===== config.mk =====
export PLATFORM = sky130hd
export DESIGN_NAME = segment7_scanner_flat
export DESIGN_NICKNAME = d
export VERILOG_FILES = /design/src/rtl/segment7_pkg.sv /design/src/rtl/segment7_scanner_if.sv /design/src/rtl/segment7_scanner.sv /design/src/flat_wrapper.sv
export SDC_FILE = /design/constraint.sdc
export NUM_CORES = 1
export LEC_CHECK = 0
export CORE_ASPECT_RATIO = 0.75
export CORE_MARGIN = 2
export CORE_UTILIZATION = 45
export CTS_CLUSTER_DIAMETER = 150
export DETAILED_ROUTE_END_ITERATION = 10
export DONT_BUFFER_PORTS = 1
export PLACE_DENSITY = 0.71
export SYNTH_ARGS = -nofsm -noshare
export SYNTH_HDL_FRONTEND = slang
export SYNTH_SLANG_ARGS = --single-unit
export TNS_END_PERCENT = 30

===== constraint.sdc =====
create_clock -name clk -period 5.24 [get_ports clk]
set_input_delay 1.048 -clock clk [delete_from_list [all_inputs] [get_ports clk]]
set_output_delay 1.048 -clock clk [all_outputs]
set_load 0.02 [all_outputs]

===== src/rtl/segment7_pkg.sv =====
// Shared types for the 7-segment display path: digit values, segment words,
// output polarity, and the hex-to-segment decoder.
package segment7_pkg;

  typedef logic [3:0] digit_t;
  typedef logic [7:0] segment_output_t;
  typedef enum logic {ACTIVE_LOW, ACTIVE_HIGH} polarity_t;

  // Segment bits are g..a, bit 0 = segment a.
  function automatic logic [6:0] decode(digit_t d);
    logic [6:0] s;
    case (d)
      4'h0: s = 7'h3F;
      4'h1: s = 7'h06;
      4'h2: s = 7'h5B;
      4'h3: s = 7'h4F;
      4'h4: s = 7'h66;
      4'h5: s = 7'h6D;
      4'h6: s = 7'h7D;
      4'h7: s = 7'h07;
      4'h8: s = 7'h7F;
      4'h9: s = 7'h6F;
      4'hA: s = 7'h77;
      4'hB: s = 7'h7C;
      4'hC: s = 7'h39;
      4'hD: s = 7'h5E;
      4'hE: s = 7'h79;
      default: s = 7'h71;
    endcase
    return s;
  endfunction

endpackage


===== src/rtl/segment7_scanner_if.sv =====
// Display bundle between the clock/alarm datapath (master) and the scanner (slave).
interface segment7_scanner_if
  import segment7_pkg::*;
#(
  parameter int DIGITS      = 4,
  parameter int BRIGHT_BITS = 4
);
  logic                         enable;
  logic [DIGITS-1:0]            digit_enable;
  digit_t [DIGITS-1:0]          digit;
  logic [DIGITS-1:0]            decimal_point;
  logic [DIGITS-1:0]            blink;
  logic [BRIGHT_BITS-1:0]       brightness;
  segment_output_t              segments;
  logic [DIGITS-1:0]            segment_sel;
  logic                         frame_start;

  modport master (
    output enable, digit_enable, digit, decimal_point, blink, brightness,
    input  segments, segment_sel, frame_start
  );

  modport slave (
    input  enable, digit_enable, digit, decimal_point, blink, brightness,
    output segments, segment_sel, frame_start
  );
endinterface


===== src/rtl/segment7_scanner.sv =====
// Self-timed multiplexed 7-segment driver: owns the digit scan, inserts a dead
// window at each slot start, and applies PWM brightness and per-digit blinking.
module segment7_scanner
  import segment7_pkg::*;
#(
  parameter int        DIGITS                = 4,
  parameter int        SCAN_DIV              = 1000,
  parameter int        DEAD_CYCLES           = 2,
  parameter int        BRIGHT_BITS           = 4,
  parameter int        BLINK_FRAMES          = 250,
  parameter polarity_t SEGMENT_SELECT_ACTIVE = ACTIVE_LOW,
  parameter polarity_t SEGMENTS_ACTIVE       = ACTIVE_LOW
) (
  input logic               clk,
  input logic               rst,
  segment7_scanner_if.slave bus
);

  localparam int SLOT_W  = (SCAN_DIV > 1) ? $clog2(SCAN_DIV) : 1;
  localparam int IDX_W   = (DIGITS > 1) ? $clog2(DIGITS) : 1;
  localparam int FRAME_W = (BLINK_FRAMES > 1) ? $clog2(BLINK_FRAMES) : 1;

  localparam logic [SLOT_W-1:0]  SLOT_LAST  = SLOT_W'(SCAN_DIV - 1);
  localparam logic [SLOT_W-1:0]  DEAD       = SLOT_W'(DEAD_CYCLES);
  localparam logic [IDX_W-1:0]   IDX_LAST   = IDX_W'(DIGITS - 1);
  localparam logic [FRAME_W-1:0] FRAME_LAST = FRAME_W'(BLINK_FRAMES - 1);

  localparam logic [DIGITS-1:0] SEL_OFF = (SEGMENT_SELECT_ACTIVE == ACTIVE_LOW) ? '1 : '0;
  localparam segment_output_t   SEG_OFF = (SEGMENTS_ACTIVE == ACTIVE_LOW) ? '1 : '0;

  if (DIGITS < 1) begin : g_bad_digits
    $fatal(1, "segment7_scanner: DIGITS must be >= 1");
  end
  if (SCAN_DIV <= DEAD_CYCLES) begin : g_bad_scan
    $fatal(1, "segment7_scanner: SCAN_DIV must exceed DEAD_CYCLES");
  end
  if (BLINK_FRAMES < 1) begin : g_bad_blink
    $fatal(1, "segment7_scanner: BLINK_FRAMES must be >= 1");
  end

  logic [SLOT_W-1:0]      slot_q, slot_d;
  logic [IDX_W-1:0]       idx_q, idx_d;
  logic [BRIGHT_BITS-1:0] pwm_q, pwm_d, pwm_cur;
  logic [FRAME_W-1:0]     frame_q, frame_d;
  logic                   phase_q, phase_d;
  logic [DIGITS-1:0]      sel_q, sel_d, sel_raw;
  segment_output_t        seg_q, seg_d, seg_raw;
  logic                   fs_q, fs_d;
  logic                   pwm_on, lit;

  always_comb begin
    // NOTE: every signal written here gets a default first, so no path can infer a latch.
    slot_d  = slot_q + 1'b1;
    idx_d   = idx_q;
    frame_d = frame_q;
    phase_d = phase_q;

    if (slot_q == SLOT_LAST) begin
      slot_d = '0;
      if (idx_q == IDX_LAST) begin
        idx_d = '0;
        if (frame_q == FRAME_LAST) begin
          frame_d = '0;
          phase_d = ~phase_q;
        end else begin
          frame_d = frame_q + 1'b1;
        end
      end else begin
        idx_d = idx_q + 1'b1;
      end
    end

    // The PWM phase restarts where the dead window ends, so each slot sees the same duty pattern.
    pwm_cur = (slot_q == DEAD) ? '0 : pwm_q;
    pwm_d   = pwm_cur + 1'b1;
    pwm_on  = (&bus.brightness) | (pwm_cur < bus.brightness);

    lit = bus.enable & bus.digit_enable[idx_q] & ~(bus.blink[idx_q] & phase_q)
        & (slot_q >= DEAD) & pwm_on;

    sel_raw = lit ? (DIGITS'(1) << idx_q) : '0;
    seg_raw = lit ? {bus.decimal_point[idx_q], decode(bus.digit[idx_q])} : '0;

    sel_d = (SEGMENT_SELECT_ACTIVE == ACTIVE_LOW) ? ~sel_raw : sel_raw;
    seg_d = (SEGMENTS_ACTIVE == ACTIVE_LOW) ? ~seg_raw : seg_raw;
    fs_d  = (idx_q == '0) && (slot_q == '0);
  end

  always_ff @(posedge clk) begin
    // NOTE: reset is synchronous; it is sampled only on the clock edge like any other input.
    if (rst) begin
      slot_q  <= '0;
      idx_q   <= '0;
      pwm_q   <= '0;
      frame_q <= '0;
      phase_q <= 1'b0;
      sel_q   <= SEL_OFF;
      seg_q   <= SEG_OFF;
      fs_q    <= 1'b0;
    end else begin
      slot_q  <= slot_d;
      idx_q   <= idx_d;
      pwm_q   <= pwm_d;
      frame_q <= frame_d;
      phase_q <= phase_d;
      sel_q   <= sel_d;
      seg_q   <= seg_d;
      fs_q    <= fs_d;
    end
  end

  assign bus.segment_sel = sel_q;
  assign bus.segments    = seg_q;
  assign bus.frame_start = fs_q;

endmodule

===== src/flat_wrapper.sv =====
// flat-port wrapper written by rule: the top's interface ports become plain ports
module segment7_scanner_flat import segment7_pkg::*;
#(
  parameter int        DIGITS                = 4,
  parameter int        SCAN_DIV              = 1000,
  parameter int        DEAD_CYCLES           = 2,
  parameter int        BRIGHT_BITS           = 4,
  parameter int        BLINK_FRAMES          = 250,
  parameter polarity_t SEGMENT_SELECT_ACTIVE = ACTIVE_LOW,
  parameter polarity_t SEGMENTS_ACTIVE       = ACTIVE_LOW
)
  (clk, rst, bus_enable, bus_digit_enable, bus_digit, bus_decimal_point, bus_blink, bus_brightness, bus_segments, bus_segment_sel, bus_frame_start);
  segment7_scanner_if #(.DIGITS(DIGITS), .BRIGHT_BITS(BRIGHT_BITS)) bus_i ();
  input logic clk;
  input logic rst;
  input wire logic [$bits(bus_i.enable)-1:0] bus_enable;
  input wire logic [$bits(bus_i.digit_enable)-1:0] bus_digit_enable;
  input wire logic [$bits(bus_i.digit)-1:0] bus_digit;
  input wire logic [$bits(bus_i.decimal_point)-1:0] bus_decimal_point;
  input wire logic [$bits(bus_i.blink)-1:0] bus_blink;
  input wire logic [$bits(bus_i.brightness)-1:0] bus_brightness;
  output wire logic [$bits(bus_i.segments)-1:0] bus_segments;
  output wire logic [$bits(bus_i.segment_sel)-1:0] bus_segment_sel;
  output wire logic [$bits(bus_i.frame_start)-1:0] bus_frame_start;
  assign bus_i.enable = bus_enable;
  assign bus_i.digit_enable = bus_digit_enable;
  assign bus_i.digit = bus_digit;
  assign bus_i.decimal_point = bus_decimal_point;
  assign bus_i.blink = bus_blink;
  assign bus_i.brightness = bus_brightness;
  assign bus_segments = bus_i.segments;
  assign bus_segment_sel = bus_i.segment_sel;
  assign bus_frame_start = bus_i.frame_start;
  segment7_scanner #(.DIGITS(DIGITS), .SCAN_DIV(SCAN_DIV), .DEAD_CYCLES(DEAD_CYCLES), .BRIGHT_BITS(BRIGHT_BITS), .BLINK_FRAMES(BLINK_FRAMES), .SEGMENT_SELECT_ACTIVE(SEGMENT_SELECT_ACTIVE), .SEGMENTS_ACTIVE(SEGMENTS_ACTIVE)) u_core (.clk(clk), .rst(rst), .bus(bus_i));
endmodule

---- Yosys cells after proc, flatten, opt, wreduce, memory -nomap -nowiden ----
Memory sizes are Yosys's and may differ from the RTL's.
Cells that the tools add are included.
cells by class
  $add $sub $neg .......................... 4
  $lt $le $gt $ge ......................... 3
  eq/ne operators ......................... 4
  shifts and indexed selects .............. 1
  multiplexer cells ....................... 13
  bitwise gates (word level) .............. 10
  reductions and logical operators ........ 7
operators with widths
  kind                                                                count
  two-way mux 8 bit                                                   2
  two-way mux 4 bit                                                   3
  adder 10 x 1 -> 10 bit, second input constant                       1
  equality test 10 bit, second input constant                         1
  equality test 10 x 2 -> 1 bit, second input constant                1
  greater-or-equal comparator 10 x 2 -> 1 bit, second input constant  1
  zero test 10 bit                                                    1
  adder 8 x 1 -> 8 bit, second input constant                         1
  binary-select mux 4 bit (select 2 bit)                              1
  equality test 8 bit, second input constant                          1
  NOT 8 bit                                                           1
  binary-select mux 1 bit (select 2 bit)                              3
  AND 1 bit                                                           5
  adder 4 x 1 -> 4 bit, second input constant                         1
  < comparator 4 bit                                                  1
  NOT 4 bit                                                           1
  AND reduction 4 bit                                                 1
  << shifter 1 x 2 -> 4 bit, first input constant                     1
  < comparator 2 x 3 -> 1 bit, second input constant                  1
  two-way mux 1 bit                                                   3
  AND reduction 3 bit                                                 1
  adder 2 x 1 -> 2 bit, second input constant                         1
  equality test 2 bit, second input constant                          1
  zero test 2 bit                                                     1
  6 further kinds                                                     7
storage, ports and cells
  flip-flop bits (word level) ............. 38
  memory bits (read-only) ................. 112
  input port bits ......................... 35
  word-level logic and storage cells ...... 51
  memories ................................ 1
memory list
  name             words  bits a word  read ports  clocked after Yosys merged registers in  write ports  RTL line            source
  (no name shown)  16     7            1           0                                        0            segment7_pkg.sv:12  case (d)

---- Logic depth before layout (Yosys ltp) ----
  depth in word-level cells ............... 9
  gate-level depth with buffers ........... 11
  mapped depth without buffers ............ 10

---- Worst setup path before layout ----
Ideal clock, no wire load.
  path kind ............................... input port to flip-flop
  start ................................... in bus_digit[5]
  end ..................................... reg u_core.seg_q[6] (netlist: u_core.bus.segments[6])
  data arrival time ....................... 2.308 ns
  data required time ...................... 5.112 ns
  slack ................................... 2.804 ns
  stages on the path ...................... 5
  path through ............................ mux4_1 -> ha_1 -> and2b_1 -> a21oi_1 -> o221ai_2
on the way
  longest elaborated chain between the ends .. 5
RTL lines
  what                                     RTL line                 source
  start: declaration                       flat_wrapper.sv:18       input wire logic [$bits(bus_i.digit)-1:0] bus_digit;
  binary-select mux 4 bit (select 2 bit)   segment7_scanner.sv:82   seg_raw = lit ? {bus.decimal_point[idx_q], decode(bus.digit[idx_q])} : '0;
  two-way mux 4 bit (implied by the code)  segment7_scanner.sv:82
  memory read (16 x 7 bit)                 -
  two-way mux 8 bit                        segment7_scanner.sv:82
  NOT 8 bit                                segment7_scanner.sv:85   seg_d = (SEGMENTS_ACTIVE == ACTIVE_LOW) ? ~seg_raw : seg_raw;
  end signal: assignment                   segment7_scanner.sv:107  seg_q <= seg_d;
  end: declaration                         segment7_scanner.sv:47   segment_output_t seg_q, seg_d, seg_raw;
No other way between the ends. The select of a mux whose other input is x is not followed.
A chain may end at the register's enable or synchronous reset.

---- Final worst setup path ----
  start ................................... reg u_core.slot_q[6]
  end ..................................... reg u_core.seg_q[5] (netlist: u_core.bus.segments[5])
on the way
  longest elaborated chain between the ends .. 7
  elaborated cells on any way between the ends .. 9
  classes of those cells .................. order compare: 2; eq/ne: 1; mux: 2; bitwise: 4
RTL lines
  what                           RTL line                 source
  start: declaration             segment7_scanner.sv:41   logic [SLOT_W-1:0] slot_q, slot_d;
  start signal: assignment       segment7_scanner.sv:101  slot_q <= slot_d;
  equality test 10 x 2 -> 1 bit  segment7_scanner.sv:74   pwm_cur = (slot_q == DEAD) ? '0 : pwm_q;
  two-way mux 4 bit              segment7_scanner.sv:74
  < comparator 4 bit             segment7_scanner.sv:76   pwm_on = (&bus.brightness) | (pwm_cur < bus.brightness);
  OR 1 bit                       segment7_scanner.sv:76
  AND 1 bit (*)                  segment7_scanner.sv:79   & (slot_q >= DEAD) & pwm_on;
  two-way mux 8 bit (*)          segment7_scanner.sv:82
  NOT 8 bit (*)                  segment7_scanner.sv:85
Every way passes the cells marked *; elsewhere a longest branch is shown, timed or not.

==> results.py <==
metrics = {
    "timing": {
        "min_period_over_period_pct": 45.2,
        "finalHoldViolCount": 0,
        "rsz0062_at_grt": "no",
        "drv_slew": 0,
        "slew_headroom_pct": 57.9,
        "fin_setup_tns_ns": 0,
        "fmax_mhz": 422,
        "fin_skew_ns": 0.00604,
        "period_needed_ns": 2.37,
        "tightest_slew_ns": 0.627,
        "setup_viol_count_final": 0,
    },
    "drt": {
        "via_per_inst": 5.22,
        "firstDrtPassIters": 4,
        "drc_errors": 0,
        "ant_nets": 0,
        "wl_mm": 3.62,
        "avgRoutedWirePerCell_um": 13.1,
        "vias": 1435,
        "drt_iter0_markers": 52,
    },
    "logic_synthesis": {
        "yosysTopAreaCellShare_pct": 36.6,
        "synthCells": 216,
        "synth_edf_count": 0,
        "synth_top_area_cell": "dfxtp_1",
        "syn_nets": 268,
        "syn_area_per_cell_um2": 9.61,
        "synth_area_leaders": "dfxtp_1, ha_1, mux4_2, nor2_1, xor2_1",
        "synthTopCellsByCount": "dfxtp_1, nor2_1, nand2_1",
        "ys_async_sr_fraction_pct": 0,
        "synth_area_um2": 2080,
        "ys_seq_area_share_pct": 36.6,
        "yosysWarnings": 0,
        "ys_ff_latch": 38,
        "synth_most_common_cell": "dfxtp_1",
        "synth_cell_types": 46,
        "synthFlopType": "dfxtp_1",
    },
    "floorplanning": {
        "dieArea_um2": 5180,
        "core_area_um2": 4440,
        "die_y_um": 62.8,
        "initial_utilization_pct": 46.7,
        "io_pins": 48,
        "chipWidth_um": 82.4,
        "core.rowCount": 21,
    },
    "global_routing": {
        "antenna_found_initial": 0,
        "gr-usage-all-layers_pct": 15.5,
        "grt_pass1_wl_mm": 6.13,
        "grt_pass1_vias": 1309,
        "grt.overflow.total": 0,
        "grt_max_degree": 16,
    },
    "power": {
        "clkPwrFrac_pct": 37.3,
        "p_switching_w": 0.000135,
        "p_comb_share_pct": 8.1,
        "irDropWorstVdd_mv": 0.146,
        "cellPowerDensity_nw_per_um2": 255,
        "leakage_nw": 0.869,
        "pwr-share-seq_pct": 54.7,
        "swShare_pct": 24.2,
        "p_int_w": 0.000423,
    },
    "critical_path": {
        "worstSetupEndpointType": "flop",
        "cp.arrival_ns": 2.53,
        "path_class": "reg -> reg",
        "rr_worst_depth": 8,
        "required_ns": 5.40,
        "cp_max_fo": 12,
        "startpoint_type": "flop",
    },
    "place": {
        "place_area_um2": 2100,
        "gp_congestion": 0.898,
        "hpwlAfterDp_mm": 2.70,
        "portBuffers": 0,
    },
    "clock_network": {
        "insertion_delay_ns": 0.29,
        "cts_setup_buffers": 0,
        "htreeDepth": 2,
        "cts_tree": "done",
        "clock-sinks": 38,
        "root_buffer": "clkbuf_8",
        "post_cts_resized": 0,
        "clk_pin_slew_worst_paths_ns": 0.08,
        "cts_hold_buffers": 0,
        "clockBufferDepth": 2,
        "numCtsBuffers": 5,
    },
    "layout": {
        "final_layout_size_suffix_gt1_share_pct": 10.6,
        "fin_nets": 269,
        "finalInstanceArea_um2": 2190,
        "nFillCells": 419,
        "fin_util_pct": 49.4,
        "seq_area_um2": 761,
        "area_growth_syn_to_layout_pct": 5.61,
        "antenna_cells": 0,
        "multi_input_area_um2": 1210,
    },
    "status": {
        "status": "completed",
    },
    "job": {
        "maxCapViolCount": 0,
    },
    "worst_hold_path": {
        "worstHoldPathCells": 1,
        "holdCritPathClass": "reg -> reg",
    },
}
==> logic make-up (layout without fill, tap and decap cells) <==
group / after synthesis / in the layout / synth area share, %
adder cells (fa/ha/maj): 17 / 17 / 10.2
flip-flops: 38 / 38 / 36.6
buffers and inverters: 22 / 24 / 5.12
XOR/XNOR: 17 / 17 / 7.17
AND/OR/NAND/NOR: 92 / 92 / 24.4
multiplexers: 8 / 8 / 8.44
AO/OA/AOI/OAI: 22 / 22 / 8.02
==> stage by stage <==
stage | std cells | power [W] | hold WS (ns) | setup WS [ns]
5_1_grt | 275 | 0.000585 | 0.492 | 2.63
2_1_floorplan | 216 | 0.000351 | 0.430 | 2.80
6_report | 275 | 0.000558 | 0.468 | 2.87
4_1_cts | 275 | 0.000568 | 0.469 | 2.87
3_3_place_gp | 267 | 0.000357 | 0.444 | 2.73
3_5_place_dp | 267 | 0.000357 | 0.452 | 2.71
==> power by group through the flow <==
stage / Clock, W / Sequential, W / Combinational, W
after floorplan: 0 / 0.000310 / 0.0000403
after global placement: 0 / 0.000312 / 0.0000449
after detailed placement: 0 / 0.000312 / 0.0000450
after CTS: 0.000217 / 0.000305 / 0.0000452
after global routing: 0.000227 / 0.000306 / 0.0000521
final: 0.000208 / 0.000305 / 0.0000450
==> cells in the final DEF (no fill, tap or decap), types with 5 or more instances in the layout <==
master	n
mux4_2	5
nor2b_1	5
a21oi_1	5
nand2_1	22
xor2_1	11
xnor2_1	6
inv_1	16
nand4_1	5
nand3_1	8
ha_1	17
clkbuf_8	6
nor2_1	28
dfxtp_1	38
==> layer usage <==
metal	track usage [%]	vias to the layer above	part of all wire, %
met4	5.63	0	1.6
met2	20.5	22	43
li1	-	748	-
met5	0	-	0
met3	4.77	7	3.9
met1	23.2	658	52
==> area by class of cell <==
type	count	area share, %
well taps	57	3.25
inverters	16	2.74
multi-input cells	156	55.1
clock inverters	1	0.228
flip-flops and latches	38	34.7
clock buffers	7	3.94
==> registers in the layout, summed over array words and instances, names as in the netlist <==
register	cells
u_core.bus.frame_start	1
u_core.bus.segment_sel	4
u_core.bus.segments	8
u_core.idx_q	2
u_core.phase_q	1
u_core.frame_q	8
u_core.pwm_q	4
u_core.slot_q	10
==> final timing paths <==
path,start,slack [ns],to
worst min-delay path,u_core.frame_q[7],0.47,u_core.frame_q[7]
worst max register to register,u_core.slot_q[6],2.87,u_core.bus.segments[5]
worst min register to register,u_core.frame_q[7],0.47,u_core.frame_q[7]
worst max-delay path,u_core.slot_q[6],2.87,u_core.bus.segments[5]
==> critical path, cell delays in order (launching register included) <==
cell and delay, ns:
dfxtp_1 0.37, nor4_2 0.36, nand3_1 0.27, and2_1 0.26, ha_1 0.27, a21o_1 0.15
o2111ai_1 0.10, and3_4 0.31, o221ai_1 0.15
Power figures use the tool's default switching activity.
